**config.mk**
```make
export PLATFORM = sky130hd
export DESIGN_NAME = sync_gen
export DESIGN_NICKNAME = d
export VERILOG_FILES = /design/src/rtl/sync_gen.sv
export SDC_FILE = /design/constraint.sdc
export NUM_CORES = 1
export LEC_CHECK = 0
export CAP_MARGIN = 10
export CORE_ASPECT_RATIO = 0.9
export CORE_MARGIN = 5
export CORE_UTILIZATION = 47
export CTS_BUF_LIST = sky130_fd_sc_hd__clkbuf_4 sky130_fd_sc_hd__clkbuf_8 sky130_fd_sc_hd__clkbuf_16
export DETAILED_ROUTE_END_ITERATION = 16
export GPL_TIMING_DRIVEN = 0
export PLACE_DENSITY = 0.74
export SLEW_MARGIN = 30
export SYNTH_ARGS = -nofsm -noshare
export SYNTH_HDL_FRONTEND = slang
export SYNTH_SLANG_ARGS = --single-unit
```
**constraint.sdc**
```tcl
create_clock -name clk -period 1.9 [get_ports clk]
set_input_delay 0.38 -clock clk [delete_from_list [all_inputs] [get_ports clk]]
set_output_delay 0.38 -clock clk [all_outputs]
set_load 0.02 [all_outputs]
```
**src/rtl/sync_gen.sv**
```systemverilog
// rtl/sync_gen.sv - raster timing generator: h/v counters, registered vs/hs/va/ha/de, pixel coords, frame/vblank ticks
// Every output is a flop fed from a decode of the current counters, so outputs lag the counters by one enabled cycle.
module sync_gen #(
  parameter int H_ACTIVE = 1024,
  parameter int H_FP     = 24,
  parameter int H_SYNC   = 136,
  parameter int H_BP     = 160,
  parameter int V_ACTIVE = 768,
  parameter int V_FP     = 3,
  parameter int V_SYNC   = 6,
  parameter int V_BP     = 29
) (
  input  logic        clk,
  input  logic        rst,
  input  logic        i_en,
  output logic        o_sync_vs,
  output logic        o_sync_hs,
  output logic        o_sync_va,
  output logic        o_sync_ha,
  output logic        o_sync_de,
  output logic [10:0] o_cnt_x,
  output logic [9:0]  o_cnt_y,
  output logic        o_frame_start,
  output logic        o_vblank_start
);

  localparam int H_TOTAL = H_ACTIVE + H_FP + H_SYNC + H_BP;
  localparam int V_TOTAL = V_ACTIVE + V_FP + V_SYNC + V_BP;

  localparam logic [10:0] H_LAST   = 11'(H_TOTAL - 1);
  localparam logic [10:0] H_ACT    = 11'(H_ACTIVE);
  localparam logic [10:0] HS_BEG   = 11'(H_ACTIVE + H_FP);
  localparam logic [10:0] HS_END   = 11'(H_ACTIVE + H_FP + H_SYNC);
  localparam logic [9:0]  V_LAST   = 10'(V_TOTAL - 1);
  localparam logic [9:0]  V_ACT    = 10'(V_ACTIVE);
  localparam logic [9:0]  VS_BEG   = 10'(V_ACTIVE + V_FP);
  localparam logic [9:0]  VS_END   = 10'(V_ACTIVE + V_FP + V_SYNC);

  logic [10:0] h_cnt_q, h_cnt_d;
  logic [9:0]  v_cnt_q, v_cnt_d;
  logic        vs_q, vs_d, hs_q, hs_d, va_q, va_d, ha_q, ha_d, de_q, de_d;
  logic [10:0] cnt_x_q, cnt_x_d;
  logic [9:0]  cnt_y_q, cnt_y_d;
  logic        frame_start_q, frame_start_d, vblank_start_q, vblank_start_d;

  logic ha_dec, va_dec, de_dec;

  always_comb begin
    ha_dec = (h_cnt_q < H_ACT);
    va_dec = (v_cnt_q < V_ACT);
    de_dec = ha_dec & va_dec;

    h_cnt_d        = h_cnt_q;
    v_cnt_d        = v_cnt_q;
    vs_d           = vs_q;
    hs_d           = hs_q;
    va_d           = va_q;
    ha_d           = ha_q;
    de_d           = de_q;
    cnt_x_d        = cnt_x_q;
    cnt_y_d        = cnt_y_q;
    frame_start_d  = frame_start_q;
    vblank_start_d = vblank_start_q;

    // A stall freezes everything, so pulse outputs stretch across it.
    if (i_en) begin
      if (h_cnt_q == H_LAST) begin
        h_cnt_d = '0;
        v_cnt_d = (v_cnt_q == V_LAST) ? '0 : v_cnt_q + 10'd1;
      end else begin
        h_cnt_d = h_cnt_q + 11'd1;
      end

      ha_d           = ha_dec;
      va_d           = va_dec;
      de_d           = de_dec;
      hs_d           = !((h_cnt_q >= HS_BEG) && (h_cnt_q < HS_END));
      vs_d           = !((v_cnt_q >= VS_BEG) && (v_cnt_q < VS_END));
      cnt_x_d        = de_dec ? h_cnt_q : '0;
      cnt_y_d        = de_dec ? v_cnt_q : '0;
      frame_start_d  = (h_cnt_q == '0) && (v_cnt_q == '0);
      vblank_start_d = (h_cnt_q == '0) && (v_cnt_q == V_ACT);
    end
  end

  always_ff @(posedge clk) begin
    if (rst) begin
      h_cnt_q        <= '0;
      v_cnt_q        <= '0;
      vs_q           <= 1'b1;
      hs_q           <= 1'b1;
      va_q           <= 1'b0;
      ha_q           <= 1'b0;
      de_q           <= 1'b0;
      cnt_x_q        <= '0;
      cnt_y_q        <= '0;
      frame_start_q  <= 1'b0;
      vblank_start_q <= 1'b0;
    end else begin
      h_cnt_q        <= h_cnt_d;
      v_cnt_q        <= v_cnt_d;
      vs_q           <= vs_d;
      hs_q           <= hs_d;
      va_q           <= va_d;
      ha_q           <= ha_d;
      de_q           <= de_d;
      cnt_x_q        <= cnt_x_d;
      cnt_y_q        <= cnt_y_d;
      frame_start_q  <= frame_start_d;
      vblank_start_q <= vblank_start_d;
    end
  end

  assign o_sync_vs      = vs_q;
  assign o_sync_hs      = hs_q;
  assign o_sync_va      = va_q;
  assign o_sync_ha      = ha_q;
  assign o_sync_de      = de_q;
  assign o_cnt_x        = cnt_x_q;
  assign o_cnt_y        = cnt_y_q;
  assign o_frame_start  = frame_start_q;
  assign o_vblank_start = vblank_start_q;

endmodule

```
======== Word level (Yosys, flattened, before mapping) ========
Index checks and enable logic that the tools add are counted.
Widths: inputs -> output; s select.
operators by class
  add/sub/neg operators ................... 2
  multipliers ............................. 0
  divide/modulo/power cells ............... 0
  $lt $le $gt $ge ......................... 6
  equality and inequality tests ........... 3
  shift-type cells ........................ 0
  multiplexer cells ....................... 4
  bitwise gates (word level) .............. 1
  reduce and logical (&&, ||, !) cells .... 9
operators with widths
  operator               number
  $lt 11x11->1 const B   2
  $mux 11                2
  $eq 10x10->1 const B   2
  $lt 10x10->1 const B   2
  $mux 10                2
  $add 11x1->11 const B  1
  $eq 11x11->1 const B   1
  $ge 11x11->1 const B   1
  $logic_not 11->1       1
  $add 10x1->10 const B  1
  $ge 10x10->1 const B   1
  $logic_not 10->1       1
  $logic_and 1x1->1      4
  $logic_not 1->1        2
  $reduce_and 2->1       1
  $and 1x1->1            1
storage, ports and cells
  register bits ........................... 49
  bits in latches ......................... 0
  RAM bits ................................ 0
  ROM bits ................................ 0
  input port bits ......................... 3
  output and inout bits ................... 28
  word-level logic and storage cells ...... 36
  memories ................................ 0

======== Depth between registers and ports, before layout ========
Gate-level depths: netlist (run 1).
  word-level depth ........................ 3
  mapped depth ............................ 6
  depth with buffers taken out ............ 6

======== Worst setup path before layout (run 1) ========
Ideal clock, no wire load.
  path kind ............................... register to register
  from .................................... reg h_cnt_q[7]
  to ...................................... reg v_cnt_q[9]
  setup time .............................. 0.070 ns
  data arrival time ....................... 2.014 ns
  data required time ...................... 1.830 ns
  setup slack ............................. -0.184 ns
  stages on the path, launching flop included .. 7
  buffers on the path ..................... 2
  clock period less this slack ............ 2.084 ns
  cell sequence ........................... dfxtp_1 -> buf_6 -> or4b_4 -> or4_1 -> buf_2 -> or3_1 -> a21oi_1
between the ends
  word-level cells in the longest chain between the ends .. 2
ends and longest elaborated chain
  item                               RTL line  text
  from (decl)                        39        logic [10:0] h_cnt_q, h_cnt_d;
  from (signal assigned)             100       h_cnt_q <= h_cnt_d;
  $eq 11x11->1                       67        if (h_cnt_q == H_LAST) begin
  $reduce_and 2->1 (no source line)  --
  to (signal assigned)               101       v_cnt_q <= v_cnt_d;
  to (decl)                          40        logic [9:0] v_cnt_q, v_cnt_d;
Every way passes these cells.
A chain may end at the register's enable or synchronous reset.

======== Final worst setup path (run 1) ========
  from .................................... reg h_cnt_q[7]
  to ...................................... reg v_cnt_q[7]
Same word-level chain as after synthesis.

==> flow_summary.ini, run 1 <==
[floorplan]
start_util_pct = 49.1
dieArea_sq_um = 5730
die_x_um = 79.2
die_h_um = 72.3
io_pins = 31
row_count = 22
core_area_sq_um = 4130

[critical_path]
path_class = flop to flop
startpoint_type = flop
critPathBufInv = 0
reg2reg_depth = 4
crit_family = simple AND/OR/NAND/NOR gates
crit_start = h_cnt_q[7]
cp_max_fo = 7
r2r-start = h_cnt_q[7]
cpMaxStageDelayCell = or4b_4
crit_chain = or4b_4 -> or4_4 -> or3_4 -> a21oi_2
worstSetupEndpointType = flop
regToRegEndpoint = v_cnt_q[7]
max_stage_delay_ns = 0.57
cp_data_arrival_time_ns = 2.19
reg2reg_slack_ns = -0.04
crit_required_ns = 2.15

[power]
combPwrFrac_pct = 5.4
clkPwrFrac_pct = 42.9
intPower_w = 0.00161
peakVddDrop_uv = 592
p_seq_share_pct = 51.7
power.leakage_nw = 1.01
power-per-cell-area_nw_per_um2 = 771
swShare_pct = 20.9
total_power_w = 0.00203
p_sw_w = 0.000425

[routing]
drtAntennaViolNets = 0
drt-pass1-iter-count = 4
drc_errors = 0
routedWlPerCell_um = 15.6
vias_per_cell = 5.69
drt-initial-drc-count = 122
vias = 1707
finalWirelength_um = 4680

[place]
dp_slack_ns = -0.302
dp.cells = 288
place_area_sq_um = 2380
portBuffers = 29
routabilityCongestion = 0.783
dp_hpwl_um = 3080

[yosys]
muxShareOfSynthArea_pct = 0.987
synth_nets = 220
synth_simple_gate_area_share_pct = 20.9
synth_xor_xnor_area_share_pct = 4.75
synth_compound_area_share_pct = 16.8
synth_top_area_share_pct = 48.4
synth_top_family_by_area = simple AND/OR/NAND/NOR gates
synth.area.top_cells = dfxtp_1 (48%), a22o_1 (8.6%), ha_1 (3.7%)
synth_area_sq_um = 2030
yosys.area.top_type = dfxtp_1
synthCells = 211
synth-edff-count = 0
ys.flop_type = dfxtp_1
avgSynthCellArea_sq_um = 9.61
synth_cell_types = 42
ys_top_cells_by_count = dfxtp_1 (49), a22o_1 (20), nor2_1 (19), clkbuf_1 (12)
ys_ff_latch = 49
synth_seq_area_share_pct = 48.4
synth_most_common_cell = dfxtp_1
yosysWarnings = 0
synthAdderAreaFrac_pct = 3.70
async_flop_share_pct = 0

[grt]
antenna_found_initial = 0
grt_pass1_vias = 1617
grt_pass1_wl_um = 7810
grt_overflow = 0
grt_max_degree = 16
track_usage_pct = 17.1

[sta]
final-hold-violation-count = 0
rsz0062_at_grt = yes
slew_headroom_pct = 64.6
fmax_mhz = 516
setup_violations = 6
worstMarginPinSlew_ns = 0.531
setup_slack_ns = -0.0396
clock_skew_ns = 0.0105
fin_crit_sh_pct = 102
drv_slew = 0
period_needed_ns = 1.94

[layout]
fill_cells = 353
final_area_sq_um = 2630
drive_above_1_share_pct = 16.3
final_cells = 300
nets = 260
utilization_pct = 63.8
antenna_cells = 0
area_delta_synth_final_pct = 29.9

[worst_hold_path]
min_path_type = flop to flop
whs_endpoint = o_sync_de
hold_depth = 1
hp-start = o_sync_de

[cts]
cts_buffer_depth = 2
holdBufCountCts = 0
clock_latency_ns = 0.31
htree_levels = 2
cts_root_buffer = clkbuf_8
clock-sinks = 49
clk_pin_slew_ns = 0.09
cts_tree = done
cts_buffers = 5

[run]
max-cap-violations = 0

[status]
violations = setup timing
status = complete, but fails checks
## cell usage in the layout, fill, tap and decap left out, types with 5 or more instances in the layout
cell / n
clkbuf_8: 5
nor3_1: 5
buf_4: 9
nand3_1: 6
nor2_1: 19
xor2_1: 8
dfxtp_1: 39
nand2_1: 8
inv_1: 8
a21oi_1: 7
clkbuf_1: 7
nand4_1: 6
clkdlybuf4s50_1: 29
dfxtp_2: 8
a22o_1: 20
ha_1: 5
o21ai_0: 5
## cells by family after synthesis
| group | count (synthesis) |
|---|---|
| xor gates and xnor gates | 11 |
| buffers and inverters | 22 |
| muxes | 2 |
| adders and majority gates | 6 |
| AOI/OAI and AO/OA | 45 |
| DFF | 49 |
| and+or+nand+nor | 76 |
## what timing repair did
action	4_1_cts	5_1_grt
resized for setup	12	16
buffers inserted	3	6
pin swaps	1	3
setup endpoints to repair	14	35
## power groups by stage
stage               registers (W)  clock network, W  logic (W)
floorplan                 0.00109                 0  0.0000556
global placement          0.00107                 0   0.000108
detailed placement        0.00107                 0   0.000110
CTS                       0.00105          0.000874   0.000109
global route              0.00105          0.000917   0.000122
finish                    0.00105          0.000872   0.000110
## routing by layer
metal	global-route usage, %	up-vias	share of wire, %
li1	-	846	-
met1	24.7	798	51
met2	25.2	53	42
met3	2.61	10	4.6
met4	7.44	0	2.2
met5	0	-	0
## flip-flops by register name, summed over array words and instances, names as in the netlist
| signal | count |
|---|---|
| o_cnt_y | 10 |
| o_sync_ha | 1 |
| o_frame_start | 1 |
| o_sync_vs | 1 |
| v_cnt_q | 10 |
| h_cnt_q | 11 |
| o_sync_hs | 1 |
| o_sync_va | 1 |
| o_sync_de | 1 |
| o_vblank_start | 1 |
| o_cnt_x | 11 |
## worst max-delay path by stage
stage / cells past startpoint / slack (ns) / endpoint
floorplan: 6 / -0.02 / v_cnt_q[9]
global placement: 4 / -0.22 / o_cnt_x[1]
detailed placement: 4 / -0.30 / o_cnt_x[6]
CTS: 4 / -0.09 / v_cnt_q[0]
global route: 6 / -0.14 / v_cnt_q[0]
finish: 4 / -0.04 / v_cnt_q[7]
## per-stage QoR
step,TNS (ns),hold slack [ns]
6_report,-0.139,0.462
3_3_place_gp,-6.33,0.435
3_5_place_dp,-7.80,0.442
4_1_cts,-0.287,0.464
2_1_floorplan,-0.0674,0.458
5_1_grt,-0.496,0.491
## area by class of cell
type                    instances  area (sq um)  area share [%]
well taps                      48          60.1            2.28
inverters                       8          30.0            1.14
clock inverters                 3          65.1            2.47
flip-flops and latches         49           998            37.9
multi-input cells             140          1020            38.7
repair buffers                 38           358            13.6
clock buffers                   5          68.8            2.61
plain buffers                   9          33.8            1.28
## worst register-to-register path, cell delays in order, from the launching register on
cell and delay (ns):
dfxtp_4 0.36, or4b_4 0.57, or4_4 0.48, or3_4 0.35, a21oi_2 0.12
No activity file was read; power rests on OpenSTA's default activity.
==> run 2: changes to the inputs <==
--- a/config.mk
+++ b/config.mk
@@ -9,3 +9,3 @@
 export CORE_ASPECT_RATIO = 0.9
-export CORE_MARGIN = 5
+export CORE_MARGIN = 2
 export CORE_UTILIZATION = 47
--- a/constraint.sdc
+++ b/constraint.sdc
@@ -3,2 +3,2 @@
 set_output_delay 0.38 -clock clk [all_outputs]
-set_load 0.02 [all_outputs]
+set_load 0.1 [all_outputs]
==> run 2 against run 1 <==
Compared with the run above:
- the run still ends with setup timing left
- count of clock-buffer cells in the layout grew 1
- sequential cell count is the same
- utilization down 1.7 points
- register-to-register slack about the same
- clock power down 30%
- routed wire length fell by 6.8%
- clock skew decreased by 0.0073 ns
- non-clock buffer count decreased by 3
- combinational power increased by 46%
- hold slack worse by 0.0031 ns
- power fell by 10%
- critical path type unchanged
==> flow_summary.ini, run 2 (synthesis gave the netlist of run 1 again) <==
[status]
status = complete, but fails checks
violations = setup timing

[place]
dp_hpwl_um = 2970
dp_slack_ns = -0.265
portBuffers = 29
routabilityCongestion = 0.773
dp.cells = 288

[floorplan]
dieArea_sq_um = 4860
io_pins = 31
start_util_pct = 49.5
row_count = 22
core_area_sq_um = 4100
die_h_um = 66.3
die_x_um = 73.2

[grt]
antenna_found_initial = 0
track_usage_pct = 19.7
grt_overflow = 0
grt_max_degree = 15
grt_pass1_vias = 1519
grt_pass1_wl_um = 7360

[sta]
setup_violations = 3
slew_headroom_pct = 36.5
setup_slack_ns = -0.0427
final-hold-violation-count = 0
setup-tns-final_ns = -0.0953
drv_slew = 0
fmax_mhz = 515
period_needed_ns = 1.94
worstMarginPinSlew_ns = 0.956
fin_crit_sh_pct = 102
rsz0062_at_grt = yes
clock_skew_ns = 0.00324

[critical_path]
cp_max_fo = 7
cp_data_arrival_time_ns = 2.19
worstSetupEndpointType = flop
reg2reg_slack_ns = -0.04
path_class = flop to flop
startpoint_type = flop
cpMaxStageDelayCell = or4b_4
r2r-start = h_cnt_q[9]
crit_required_ns = 2.14
max_stage_delay_ns = 0.57
regToRegEndpoint = v_cnt_q[7]
critPathCapture = v_cnt_q[7]
crit_start = h_cnt_q[9]
crit_chain = or4b_4 -> or4_4 -> or3_1 -> a21oi_1
reg2reg_depth = 4

[routing]
drt-pass1-iter-count = 4
finalWirelength_um = 4360
drtAntennaViolNets = 0
drt-initial-drc-count = 165
routedWlPerCell_um = 14.7
drc_errors = 0
vias_per_cell = 5.63
vias = 1671

[cts]
cts_buffers = 5
cts_buffer_depth = 2
clock_latency_ns = 0.30
htree_levels = 2
clk_pin_slew_ns = 0.08
cts_tree = done
holdBufCountCts = 0
clock-sinks = 49
cts_root_buffer = clkbuf_8

[power]
swShare_pct = 26.0
combPwrFrac_pct = 8.9
p_sw_w = 0.000473
peakVddDrop_uv = 458
clkPwrFrac_pct = 33.4
power-per-cell-area_nw_per_um2 = 714
power.leakage_nw = 1.01
p_seq_share_pct = 57.7
intPower_w = 0.00135

[layout]
area_delta_synth_final_pct = 25.6
final_cells = 297
drive_above_1_share_pct = 14.5
antenna_cells = 0
final_common_cell = dfxtp_1
final_cell_mix = dfxtp_1 (43), a22o_1 (20), clkdlybuf4s15_1 (20), nor2_1 (19), clkbuf_1 (9)
nets = 257
fill_cells = 333

[run]
max-cap-violations = 0

[worst_hold_path]
hp-start = o_sync_de
min_path_type = flop to flop
-- run 2: final cells by class --
type                       instances  area [sq um]  area share, %
tap                               48          60.1           2.36
clock buffer                       6          76.3           3.00
clock inverter                     2          10.0          0.393
inverter                           8          30.0           1.18
buffer                             9          33.8           1.33
timing repair buffer              35           318           12.5
sequential                        49           993           39.0
multi-input combinational        140          1030           40.3
-- run 2: critical path, delay by kind of cell, from the launching register on --
kind / cells / cell delay, ns
compound gates: 1 / 0.13
flops: 1 / 0.37
simple gates: 3 / 1.38
-- run 2: per-stage QoR --
step / util, % / hold WS, ns / power [W] / area (sq um)
after floorplan: - / 0.458 / 0.00120 / 2030
after global placement: 58.1 / 0.437 / 0.00124 / 2380
after detailed placement: 58.1 / 0.441 / 0.00124 / 2380
after CTS: 60.6 / 0.457 / 0.00183 / 2490
after global routing: 62.1 / 0.480 / 0.00188 / 2550
final: 62.1 / 0.459 / 0.00182 / 2550
-- run 2: power by group through the flow --
stage | sequential, W | clock, W | combinational, W
final | 0.00105 | 0.000608 | 0.000161
after global routing | 0.00105 | 0.000657 | 0.000173
after CTS | 0.00105 | 0.000615 | 0.000161
after detailed placement | 0.00108 | 0 | 0.000167
after global placement | 0.00107 | 0 | 0.000167
after floorplan | 0.00114 | 0 | 0.0000557
-- run 2: worst min-delay path by stage --
stage / slack, ns / end / depth (start not counted)
6_report: 0.46 / o_sync_de / 1
5_1_grt: 0.48 / o_frame_start / 2
4_1_cts: 0.46 / o_sync_de / 1
3_5_place_dp: 0.44 / o_sync_de / 1
3_3_place_gp: 0.44 / o_sync_de / 1
2_1_floorplan: 0.46 / o_sync_va / 1
-- run 2: routing by layer --
metal	global-route usage (%)	share of wire (%)	up-vias
met3	3.20	4.4	7
met2	27.4	42	40
li1	-	-	838
met5	0	0	-
met1	29.7	52	786
met4	8.33	1.9	0
-- run 2: timing repair --
item / 4_1_cts / 5_1_grt
setup endpoints to repair: 42 / 52
pin swaps: 1 / 4
buffers inserted: 5 / 1
resized for setup: 41 / 37
==> run 3: changes to the inputs <==
- CORE_UTILIZATION: 47 -> 55
- DONT_BUFFER_PORTS: not set -> 1
- PLACE_DENSITY: 0.74 -> 0.73
==> run 3 against run 2 <==
Compared with the run above:
- the run still ends with setup timing left
- fmax shrank 1.0%
- power shrank 1.3%
- combinational power shrank 54%
- final cell count shrank 11%
- critical path type unchanged
- critical endpoint unchanged
- highest routed layer unchanged
==> flow_summary.ini, run 3 (synthesis gave the netlist of run 1 again) <==
[sta]
final-hold-violation-count = 0
setup_violations = 3
rsz0062_at_grt = yes
setup_slack_ns = -0.0628
fin_crit_sh_pct = 103
period_needed_ns = 1.96
drv_slew = 0
worstMarginPinSlew_ns = 0.997
slew_headroom_pct = 33.4
setup-tns-final_ns = -0.144
clock_skew_ns = 0.00385
fmax_mhz = 509

[layout]
drive_above_1_share_pct = 17.3
final_cells = 264
final_cell_mix = dfxtp_1 (41), a22o_1 (20), nor2_1 (19)
final_area_sq_um = 2270
area_delta_synth_final_pct = 11.7
final_common_cell = dfxtp_1
nets = 228
seqCellArea_sq_um = 998
multiInputGateArea_sq_um = 1020
fill_cells = 273
antenna_cells = 0

[place]
place_area_sq_um = 2090
portBuffers = 0
routabilityCongestion = 0.933
dp.cells = 255
dp_hpwl_um = 3160

[cts]
clk_pin_slew_ns = 0.08
clock-sinks = 49
cts_buffers = 5
holdBufCountCts = 0
clock_latency_ns = 0.30
cts_root_buffer = clkbuf_8
htree_levels = 2
cts_buffer_depth = 2
cts_tree = done

[status]
violations = setup timing
status = complete, but fails checks

[grt]
grt_pass1_wl_um = 7110
grt_util_met3_pct = 5.30
grt_pass1_vias = 1463
grt.busiest_layer = met1
grtUsageMet1_pct = 35.0
track_usage_pct = 23.3
met2_usage_pct = 30.9
antenna_found_initial = 0
grt_overflow = 0
grt_max_degree = 15

[routing]
drc_errors = 0
drt-initial-drc-count = 173
drt-pass1-iter-count = 4
vias_per_cell = 6.30
drtAntennaViolNets = 0
finalWirelength_um = 4670
routedWlPerCell_um = 17.7
vias = 1662

[power]
power-per-cell-area_nw_per_um2 = 792
power.leakage_nw = 0.860
peakVddDrop_uv = 513
total_power_w = 0.00179

[critical_path]
startpoint_type = flop
worstSetupEndpointType = flop
reg2reg_depth = 4
path_class = flop to flop
cp_data_arrival_time_ns = 2.20
crit_required_ns = 2.13
cp_max_fo = 6

[worst_hold_path]
min_path_type = input pin to flop
hold_depth = 1

[floorplan]
core_area_sq_um = 3450
row_count = 20
dieArea_sq_um = 4190
start_util_pct = 58.7
die_x_um = 68.0
die_h_um = 61.6
io_pins = 31

[run]
max-cap-violations = 0
==> run 3: worst max-delay path, cell delays in order, from the launching register on <==
cell and delay (ns):
dfxtp_4 0.36, or4b_4 0.57, or4_4 0.48, or3_1 0.36, a21oi_1 0.13
==> run 3: path summary, 6_finish.rpt <==
| path | slack [ns] | from | end |
|---|---|---|---|
| worst min-delay path | 0.15 | rst | o_sync_va |
| worst min register to register | 0.50 | h_cnt_q[10] | o_sync_ha |
| worst max-delay path | -0.06 | h_cnt_q[9] | v_cnt_q[7] |
| worst max register to register | -0.06 | h_cnt_q[9] | v_cnt_q[7] |
==> run 3: timing repair <==
action                                  in CTS  in global routing
gates cloned                                 0                  0
buffers inserted                             5                  1
pin swaps                                    2                  3
endpoints found under the setup margin      14                 30
resized for setup                           13                 14
==> run 3: final cells by class <==
type | instances | share of cell area, %
sequential | 49 | 44.1
clock inverter | 2 | 0.442
buffer | 9 | 1.55
timing repair buffer | 6 | 1.99
tap | 44 | 2.43
clock buffer | 6 | 3.37
multi-input combinational | 140 | 44.8
inverter | 8 | 1.33
==> run 3: where the power goes <==
group	leakage, nW	total (W)	internal (W)	switching, W
Clock	0.0484	0.000600	0.000270	0.000330
Sequential	0.401	0.00112	0.00104	0.0000843
Combinational	0.410	0.0000737	0.0000269	0.0000468
==> run 3: routing by layer <==
layer	share of wire, %	wire length, um
met1	45	2120
met2	44	2060
met3	8.7	406
met4	1.7	80
met5	0	0
==> run 3: stage by stage <==
step	setup WS [ns]	utilization [%]	hold WS [ns]
6_report	-0.0628	65.6	0.148
5_1_grt	-0.0945	65.6	0.135
4_1_cts	-0.110	64.6	0.138
3_5_place_dp	-0.264	60.5	0.468
3_3_place_gp	-0.176	60.5	0.459
2_1_floorplan	-0.0225	-	0.458
